**src/rtl/move_ball.sv**
```systemverilog
`default_nettype none
// move_ball: Breakout ball motion (launch from bar, wall/bar reflection, miss). Rev 1.0
// Optional macro SPEEDUP_EN: each bar hit raises the step by one, saturating at MAX_STEP.
module move_ball #(
  parameter int H_BAR    = 8,
  parameter int W_BAR    = 64,
  parameter int R_BALL   = 4,
  parameter int STEP     = 2,
  parameter int TICK_DIV = 500000,
  parameter int MAX_STEP = 6
) (
  input  logic       clock,
  input  logic       reset,
  input  logic [9:0] bar_x,
  input  logic [9:0] bar_y,
  input  logic       launch,
  output logic [9:0] ball_x,
  output logic [9:0] ball_y,
  output logic       bar_hit,
  output logic       miss,
  output logic [1:0] estado
);

  localparam int CW     = $clog2(TICK_DIV);
  localparam int STEP_W = $clog2(((MAX_STEP > STEP) ? MAX_STEP : STEP) + 1);

  typedef enum logic [1:0] {IDLE = 2'd0, MOVE = 2'd1, MISS = 2'd2} state_t;

  state_t            state, state_n;
  logic [CW-1:0]     tick_cnt, cnt_n;
  logic              tick;
  logic [9:0]        x_n, y_n;
  logic              dir_x, dir_x_n;   // 1 = right
  logic              dir_y, dir_y_n;   // 1 = up
  logic              hit_n;
  logic              bar_ok;
  logic [10:0]       bx, by, bxb, byb, s;
  logic [STEP_W-1:0] step;

`ifdef SPEEDUP_EN
  always_ff @(posedge clock) begin
    if (reset || state == MISS)
      step <= STEP_W'(STEP);
    else if (hit_n && step < STEP_W'(MAX_STEP))
      step <= step + 1'b1;
  end
`else
  assign step = STEP_W'(STEP);
`endif

  assign bx   = {1'b0, ball_x};
  assign by   = {1'b0, ball_y};
  assign bxb  = {1'b0, bar_x};
  assign byb  = {1'b0, bar_y};
  assign s    = 11'(step);
  assign tick = (tick_cnt == CW'(TICK_DIV - 1));

  // Bar window rearranged so no term subtracts from a bar coordinate.
  assign bar_ok = (by + 11'(R_BALL + H_BAR) <= byb) &&
                  (by + s + 11'(R_BALL + H_BAR) >= byb) &&
                  (bx + 11'(R_BALL + W_BAR) >= bxb) &&
                  (bx <= bxb + 11'(W_BAR + R_BALL));

  always_comb begin
    state_n = state;
    x_n     = ball_x;
    y_n     = ball_y;
    dir_x_n = dir_x;
    dir_y_n = dir_y;
    hit_n   = 1'b0;
    cnt_n   = tick ? '0 : tick_cnt + 1'b1;
    case (state)
      IDLE: begin
        x_n = bar_x;
        y_n = 10'(byb - 11'(H_BAR + R_BALL));
        if (launch) begin
          state_n = MOVE;
          dir_x_n = 1'b1;
          dir_y_n = 1'b1;
          cnt_n   = '0;
        end
      end
      MOVE: if (tick) begin
        if (dir_x) begin
          if (bx + s > 11'(639 - R_BALL)) begin
            x_n = 10'(639 - R_BALL); dir_x_n = 1'b0;
          end else x_n = 10'(bx + s);
        end else begin
          if (bx < 11'(R_BALL) + s) begin
            x_n = 10'(R_BALL); dir_x_n = 1'b1;
          end else x_n = 10'(bx - s);
        end
        if (dir_y) begin
          if (by < 11'(R_BALL) + s) begin
            y_n = 10'(R_BALL); dir_y_n = 1'b0;
          end else y_n = 10'(by - s);
        end else if (bar_ok) begin
          // Bar reflection also decides horizontal direction from the pre-step x.
          y_n     = 10'(byb - 11'(H_BAR + R_BALL));
          dir_y_n = 1'b1;
          dir_x_n = (bx >= bxb);
          hit_n   = 1'b1;
        end else if (by + s > 11'(479 - R_BALL)) begin
          y_n     = 10'(479 - R_BALL);
          state_n = MISS;
        end else y_n = 10'(by + s);
      end
      MISS:    state_n = IDLE;
      default: state_n = IDLE;
    endcase
  end

  always_ff @(posedge clock) begin
    if (reset) begin
      state    <= IDLE;
      ball_x   <= 10'd320;
      ball_y   <= 10'(464 - H_BAR - R_BALL);
      dir_x    <= 1'b1;
      dir_y    <= 1'b1;
      tick_cnt <= '0;
      bar_hit  <= 1'b0;
    end else begin
      state    <= state_n;
      ball_x   <= x_n;
      ball_y   <= y_n;
      dir_x    <= dir_x_n;
      dir_y    <= dir_y_n;
      tick_cnt <= cnt_n;
      bar_hit  <= hit_n;
    end
  end

  assign miss   = (state == MISS);
  assign estado = state;

endmodule
`default_nettype wire
```
**config.mk**
```make
export PLATFORM = sky130hd
export DESIGN_NAME = move_ball
export DESIGN_NICKNAME = d
export VERILOG_FILES = /design/src/rtl/move_ball.sv
export SDC_FILE = /design/constraint.sdc
export NUM_CORES = 1
export LEC_CHECK = 0
export BUFFER_PORTS_ARGS = -buffer_cell sky130_fd_sc_hd__buf_2
export CORE_MARGIN = 3
export CORE_UTILIZATION = 40
export CTS_CLUSTER_SIZE = 28
export DETAILED_ROUTE_END_ITERATION = 10
export SETUP_SLACK_MARGIN = 0.2
export SLEW_MARGIN = 20
export SYNTH_ARGS = -nofsm -noshare
export SYNTH_HDL_FRONTEND = slang
export SYNTH_SLANG_ARGS = --single-unit
```
**constraint.sdc**
```tcl
create_clock -name clock -period 3.65 [get_ports clock]
set_input_delay 0 -clock clock [delete_from_list [all_inputs] [get_ports clock]]
set_output_delay 0 -clock clock [all_outputs]
set_load 0.02 [all_outputs]
```
### Word level (Yosys, flattened, before mapping)

Index checks and enable logic that the tools add are counted.

* add/subtract/negate cells: 10
* magnitude comparators: 9
* equality and inequality tests: 8
* multiplexer cells: 33
* bitwise logic cells: 2
* reduce and logical (&&, ||, !) cells: 9

Operator list (number)
* $mux W10: 9
* $mux W19: 3
* $pmux W10 S2: 2
* $add A10 B2 Y11 const B: 2
* $add A10 B7 Y11 const B: 2
* $ge A11 B10 Y1: 2
* $lt A10 B3 Y1 const B: 2
* $sub A10 B2 Y10 const B: 2
* $add A19 B1 Y19 const B: 1
* $eq A19 B19 Y1 const B: 1
* $add A10 B4 Y11 const B: 1
* $add A11 B4 Y11 const B: 1
* $gt A11 B10 Y1 const B: 1
* $gt A11 B9 Y1 const B: 1
* $le A10 B11 Y1: 1
* $le A11 B10 Y1: 1
* $mux W1: 11
* $ge A10 B10 Y1: 1
* $mux W2: 5
* $ne A2 B2 Y1 const B: 5
* $sub A10 B4 Y10 const B: 1
* $reduce_and A5 Y1: 1
* $pmux W1 S2: 2
* $pmux W2 S2: 1
* 9 further kinds: 12

* register bits: 44
* bits of input ports: 23
* output and inout port bits: 24
* logic and storage cells: 78

### Longest topological paths before layout

Gate-level depths: netlist of run 1.

* depth after elaboration: 10
* depth in mapped cells: 18

### Worst setup path after synthesis of run 1

No wires, ideal clock.

* kind: reg-to-reg
* from: register ball_y[1]
* to: register ball_y[5]
* setup time: 0.130 ns
* arrival: 3.656 ns
* required time: 3.520 ns
* setup slack: -0.136 ns
* stages on the path, launching flop included: 19
* buffers on the path: 2
* cells stage by stage: dfxtp_1 buf_2 inv_1 ha_1 inv_1 ha_1 nor3_2 o21ai_0 xnor2_1 ha_1 a21o_1 a21oi_1 o21ai_0 a311oi_2 nor2_1 buf_4 mux2_2 a221oi_2 nor3_2

* cells in the longest elaborated chain, start to end: 10

RTL lines
* start, declared: line 18 `output logic [9:0] ball_y,`
* start signal, assigned: line 117 `ball_y <= 10'(464 - H_BAR - R_BALL);`
* start signal, assigned: line 125 `ball_y <= y_n;`
* $add A10 B2 Y11: line 106 `end else y_n = 10'(by + s);`
* $add A11 B4 Y11: line 60 `(by + s + 11'(R_BALL + H_BAR) >= byb) &&`
* $ge A11 B10 Y1: line 60
* $logic_and A1 B1 Y1: line 59 `assign bar_ok = (by + 11'(R_BALL + H_BAR) <= byb) &&`
* $logic_and A1 B1 Y1: line 60
* $logic_and A1 B1 Y1: line 61 `(bx + 11'(R_BALL + W_BAR) >= bxb) &&`
* $mux W10: line 97 `end else if (bar_ok) begin`
* $mux W10 (*): line 93 `if (dir_y) begin`
* $mux W10 (*): line 83 `MOVE: if (tick) begin`
* $pmux W10 S2 (*): line 72 `case (state)`

Mark *: on every way between the ends. The rest lies on a longest branch, timed or not. The select of a mux whose other input is x is not followed.
A chain may end at the register's enable or synchronous reset.

### Worst setup path in the final report of run 1

* from: register ball_y[2]
* to: register ball_y[1]

* cells in the longest elaborated chain, start to end: 10

RTL lines (line)
* $add A10 B2 Y11
* $add A11 B4 Y11: 60
* $ge A11 B10 Y1: 60
* $logic_and A1 B1 Y1: 59
* $logic_and A1 B1 Y1: 60
* $logic_and A1 B1 Y1: 61
* $mux W10: 97
* $mux W10 (*): 93
* $mux W10 (*): 83
* $pmux W10 S2 (*): 72

Marks and branches as above.

==> results.cfg, run 1 <==
[synthesis]
ys_seq_area_share_pct = 18.21
syn_inst = 642
async_reset_ff_share_pct = 0
synth_edf_count = 0
netlist_top_cells_area = dfxtp_1, ha_1, xnor2_1, nor2_1, a21oi_1
synthFlopType = dfxtp_1
synthesis.area_um2 = 4838
avgSynthCellArea_um2 = 7.536
syn-num-nets = 729
yosysTopAreaCellShare_pct = 18.21
ys_seq_elements = 44
ys_types = 69
yosysWarnings = 0
synth_largest_area_cell = dfxtp_1

[clock_tree]
clk_path_buf_depth = 2
cts_tree = yes
clock_sinks = 44
cts-root-buf = clkbuf_16
htree_levels = 2
clock_latency_ns = 0.29
cts_made_buffers = 5
clk_pin_slew_ns = 0.07

[place]
dpl_cell_area_um2 = 5391
port_buffers = 46
place_congestion = 0.9367
placed_cells = 831
hpwl_um = 11240

[timing]
grt_setup_unrepaired = yes
setup_viol = 0
worstMarginPinSlew_ns = 0.8287
max_freq_mhz = 287.6
hold_violations = 0
relSlewSlack_pct = 44.76
drv_slew = 0
timing.hold.ws_ns = 0.02226
finClkSkew_ns = 0.007064
min_period_ns = 3.476
fin_crit_sh_pct = 95.25

[global_routing]
gr-total-overflow = 0
grt_pass1_wl_um = 23380
antenna_found_initial = 0
grt_pass1_vias = 4741
grt_usage_pct = 21.70
grt_max_degree = 30

[critical_path]
cp-start-kind = flip-flop
crit_arrival_ns = 3.62
critPathKind = reg2reg
crit_required_ns = 3.80
rrSetupSlack_ns = 0.17
endpoint_kind = flip-flop
r2r-start = ball_y[2]$_SDFFE_PP1P_
path_max_fanout = 5
reg2reg_to = ball_y[1]$_SDFFE_PP0P_
cp-startpoint = ball_y[2]$_SDFFE_PP1P_
ff2ff_path_depth = 17

[power_and_ir_drop]
p_leak_nw = 2.439
vdd_ir_drop_max_mv = 0.1580
p_per_area_nw_per_um2 = 310.1

[die]
die-area_um2 = 13450
core-area_um2 = 11610
ios = 47
start_util_pct = 41.66
die_h_um = 116.0
num_rows = 39
die_w_um = 116.0

[cells_and_area]
instances_no_fill = 857
register_area_um2 = 897.1
finalInstanceArea_um2 = 5819
multi_input_area_um2 = 3847
drive_gt1_share_pct = 21.15
fin_nets = 800
area_growth_pct = 20.27
diodes = 0
fillCellCount = 1163

[route]
ant_nets = 0
wl_um = 14890
vias_per_cell = 5.848
remaining_drc_errors = 0
drtIter0Drc = 425
detail_route.wl_per_cell_um = 17.37
vias = 5012
dr.pass1.iters = 5

[worst_hold_path]
holdCritStartpoint = launch
hold_path.class = in2reg
whs_endpoint = estado[0]$_SDFFE_PP0P_
min_delay_path_depth = 3

[run_status]
status = finished clean

[run]
maxCapViolations = 0
-- sequential cells by signal (all words and copies together), names as in the netlist --
register,flops
estado,2
bar_hit,1
tick_cnt,19
ball_y,10
dir_y,1
ball_x,10
dir_x,1
-- metrics by stage --
step / utilization (%) / worst slack, ns / power [W] / setup TNS (ns)
floorplan: - / 0.2103 / 0.001061 / 0
global placement: 46.42 / 0.05231 / 0.001269 / 0
detailed placement: 46.42 / -0.02553 / 0.001285 / -0.04460
CTS: 48.69 / 0.1649 / 0.001759 / 0
global route: 50.11 / 0.05949 / 0.001915 / 0
finish: 50.11 / 0.1735 / 0.001804 / 0
-- cell usage in the layout, fill, tap and decap left out, drive strengths merged, types with 7 or more instances in the layout --
master / netlist / final
a211oi: 7 / 7
a21o: 11 / 11
a21oi: 46 / 46
a221oi: 10 / 10
and3: 8 / 8
buf: 12 / 96
dfxtp: 44 / 44
ha: 64 / 64
inv: 38 / 38
nand2: 47 / 47
nand3: 28 / 28
nand4: 8 / 8
nor2: 63 / 63
nor2b: 7 / 7
nor3: 24 / 24
nor4: 8 / 8
o21ai: 49 / 49
or3: 10 / 10
xnor2: 42 / 42
xor2: 23 / 23
-- repair_timing --
| item | CTS | global route |
|---|---|---|
| pin swaps | 10 | 21 |
| gates resized for setup | 9 | 32 |
| hold buffers | 0 | 0 |
| setup buffers | 13 | 5 |
| endpoints found under the setup margin | 12 | 14 |
-- cell families (layout without fill, tap and decap cells) --
group           after synthesis  after routing  share of synthesized area, %
compound gates              170            170                         22.83
xor+xnor                     65             65                         11.92
fa+ha+maj                    64             64                         16.55
mux                           7              7                         1.526
simple gates                222            222                         23.02
flops                        44             44                         18.21
buf+inv                      70            142                         5.947
-- layout make-up --
class / count / area share (%)
multi-input combinational: 528 / 66.11
clock inverter: 2 / 0.2150
sequential: 44 / 15.42
inverter: 38 / 2.537
clock buffer: 6 / 2.215
tap: 143 / 3.075
timing repair buffer: 96 / 10.43
-- worst max-delay path, stage by stage (launching register included) --
cell and delay [ns]:
dfxtp_4 0.42, ha_4 0.14, nand4_1 0.14, xor2_1 0.20
or2_4 0.28, nor3_4 0.16, o21ai_2 0.08, xnor2_1 0.20
ha_1 0.27, a21o_1 0.16, a21oi_1 0.13, o21ai_1 0.09
a311oi_2 0.20, buf_4 0.18, nor2_4 0.06, mux2_4 0.30
a211oi_2 0.26, a2111oi_2 0.06
-- layer usage --
metal,global-route usage (%),wire length [µm]
met1,27.22,6427
met2,38.32,7411
met3,1.880,682
met4,8.585,367
met5,0,0
-- worst max-delay path by stage --
| stage | endpoint | slack, ns | cells past startpoint |
|---|---|---|---|
| after floorplan | ball_y[5]$_SDFFE_PP0P_ | 0.21 | 17 |
| after global placement | ball_y[1]$_SDFFE_PP0P_ | 0.05 | 15 |
| after detailed placement | ball_y[1]$_SDFFE_PP0P_ | -0.03 | 15 |
| after CTS | ball_y[1]$_SDFFE_PP0P_ | 0.16 | 16 |
| after global routing | ball_y[1]$_SDFFE_PP0P_ | 0.06 | 17 |
| final | ball_y[1]$_SDFFE_PP0P_ | 0.17 | 17 |
-- cells in the mapped netlist, drive strengths merged (3+ instances only) --
cell type	instances
a2111oi	6
buf	12
nand2b	5
xor2	23
ha	64
nand3	28
o21a	4
or2	4
a31oi	6
nor4	8
dfxtp	44
nor4b	4
inv	38
a221oi	10
nor2	63
nand4	8
xnor2	42
nor2b	7
mux2i	4
and3	8
mux2	3
a21oi	46
a21o	11
o31ai	6
o211ai	3
o21ai	49
nand2	47
clkbuf	20
nor3	24
a211oi	7
or3	10
-- power breakdown --
part / total, W / switching, W / internal, W / leakage, nW
clock network: 0.000446 / 0.000193 / 0.000253 / 0.0669
logic: 0.000802 / 0.000458 / 0.000344 / 2.01
registers: 0.000556 / 0.0000506 / 0.000506 / 0.363
Note: power is estimated with default switching activity, not from simulation.
==> run 2: changes to the inputs <==
--- a/config.mk
+++ b/config.mk
@@ -7,9 +7,11 @@
 export LEC_CHECK = 0
 export BUFFER_PORTS_ARGS = -buffer_cell sky130_fd_sc_hd__buf_2
 export CORE_MARGIN = 3
-export CORE_UTILIZATION = 40
+export CORE_UTILIZATION = 53
 export CTS_CLUSTER_SIZE = 28
 export DETAILED_ROUTE_END_ITERATION = 10
+export MAX_ROUTING_LAYER = met4
+export PLACE_DENSITY = 0.75
 export SETUP_SLACK_MARGIN = 0.2
 export SLEW_MARGIN = 20
 export SYNTH_ARGS = -nofsm -noshare
==> run 2 against run 1 <==
  * Sequential cell count unchanged
  * Count of clock-buffer cells in the layout unchanged
  * Global-route usage increased by 6.6 points
  * Critical path type unchanged
  * Power decreased by 6.1%
  * Largest power group unchanged
  * Final cell count decreased by 4.8%
==> results.cfg, run 2 (same netlist as run 1, synthesis figures left out) <==
[critical_path]
critPathKind = reg2reg
crit_required_ns = 3.83
crit_arrival_ns = 3.68
cp-start-kind = flip-flop
path_max_fanout = 7
endpoint_kind = flip-flop

[die]
ios = 47
die_w_um = 101.5
num_rows = 34
core-area_um2 = 8806
die_h_um = 101.5
start_util_pct = 54.94
die-area_um2 = 10310

[global_routing]
antenna_found_initial = 0
met2_usage_pct = 48.79
gr-total-overflow = 0
grt_pass1_vias = 4732
grtUsageMet3_pct = 2.410
grt_use_met1_pct = 35.13
grt_max_degree = 30
grt_usage_pct = 28.32
top_usage_layer = met2
grt_pass1_wl_um = 23090

[route]
dr.pass1.iters = 5
ant_nets = 0
vias = 4993
vias_per_cell = 6.119
wl_um = 14130
remaining_drc_errors = 0
detail_route.wl_per_cell_um = 17.31
drtIter0Drc = 338

[clock_tree]
clock_sinks = 44
clock_latency_ns = 0.31
cts_tree = yes
cts-root-buf = clkbuf_8
clk_path_buf_depth = 2
htree_levels = 2
clk_pin_slew_ns = 0.10
cts_made_buffers = 5

[timing]
max_freq_mhz = 285.7
hold_violations = 0
setup_viol = 0
grt_setup_unrepaired = yes
drv_slew = 0
timing.hold.ws_ns = 0.01095
fin_crit_sh_pct = 95.89
relSlewSlack_pct = 39.31
min_period_ns = 3.500
worstMarginPinSlew_ns = 0.9070
finClkSkew_ns = 0.01257

[worst_hold_path]
hold_path.class = in2reg

[cells_and_area]
area_growth_pct = 16.52
instances_no_fill = 816
finalInstanceArea_um2 = 5638
final_cell_mix = nor2_1, ha_1, nand2_1
top_regs = tick_cnt: 19 flops, ball_x: 10 flops, ball_y: 10 flops
final_common_cell = nor2_1
drive_gt1_share_pct = 19.77
largest_reg_flops = 19
top_register = tick_cnt
diodes = 0
fillCellCount = 800
utilization_pct = 64.02
register_area_um2 = 895.9
fin_nets = 794
multi_input_area_um2 = 3782

[power_and_ir_drop]
p_leak_nw = 2.370
p_per_area_nw_per_um2 = 300.4
vdd_ir_drop_max_mv = 0.1480

[place]
port_buffers = 46
dpl_cell_area_um2 = 5333
placed_cells = 794
place_congestion = 0.9462
hpwl_um = 10910

[run_status]
status = finished clean

[run]
maxCapViolations = 0
-- run 2: cell types whose count changed in the layout (fill, tap and decap cells not counted), sizes merged --
cell / change
buf: -7
clkinv: +1
clkinvlp: -1
dlygate4sd3: +1
-- run 2: report_power, final --
part           internal [W]  switching (W)  total (W)
registers          0.000505      0.0000539   0.000559
logic              0.000327       0.000433   0.000760
clock network      0.000179       0.000196   0.000375
total               0.00101       0.000682    0.00169
-- run 2: final timing paths --
kind / from / depth (start not counted) / endpoint / slack [ns]
max: ball_y[2]$_SDFFE_PP1P_ / 18 / ball_y[4]$_SDFFE_PP0P_ / 0.15
min: bar_x[0] / 3 / ball_x[0]$_SDFFE_PP0P_ / 0.01
max reg2reg: ball_y[2]$_SDFFE_PP1P_ / 18 / ball_y[4]$_SDFFE_PP0P_ / 0.15
min reg2reg: tick_cnt[0]$_SDFF_PP0_ / 1 / tick_cnt[0]$_SDFF_PP0_ / 0.48
-- run 2: stage by stage --
step                 TNS (ns)  setup slack, ns  total power (W)
floorplan                   0           0.2103         0.001061
global placement            0           0.1286         0.001254
detailed placement  -0.003724        -0.003724         0.001279
CTS                         0           0.2016         0.001673
global route          -0.1374         -0.02952         0.001799
finish                      0           0.1500         0.001694
-- run 2: critical path, stage by stage (launching register included) --
cell and delay, ns:
dfxtp_4 0.41, ha_4 0.17, nand3_4 0.11, xor2_2 0.16
or2_1 0.26, nor3_2 0.19, o21ai_1 0.09, xnor2_1 0.13
ha_1 0.32, a21o_1 0.17, a21oi_1 0.15, o21ai_1 0.10
a311oi_2 0.30, nor2_2 0.11, buf_4 0.15, buf_6 0.13
mux2_2 0.26, nand3_1 0.07, o21ai_0 0.07
-- run 2: layout make-up --
class | count | share of cell area, %
clock buffer | 6 | 1.664
clock inverter | 2 | 0.3107
inverter | 38 | 2.530
multi-input combinational | 528 | 67.09
sequential | 44 | 15.89
tap | 108 | 2.397
timing repair buffer | 90 | 10.12
-- run 2: repair_timing --
item	CTS	global route
hold buffers	1	0
setup endpoints to repair	12	15
pin swaps	5	11
hold endpoints to repair	1	0
resized for setup	6	18
buffers inserted	8	5
-- run 2: metal layers --
metal,share of wire (%),vias to the layer above
li1,-,2436
met5,0,-
met4,2.2,0
met3,5.6,29
met2,50,170
met1,42,2358
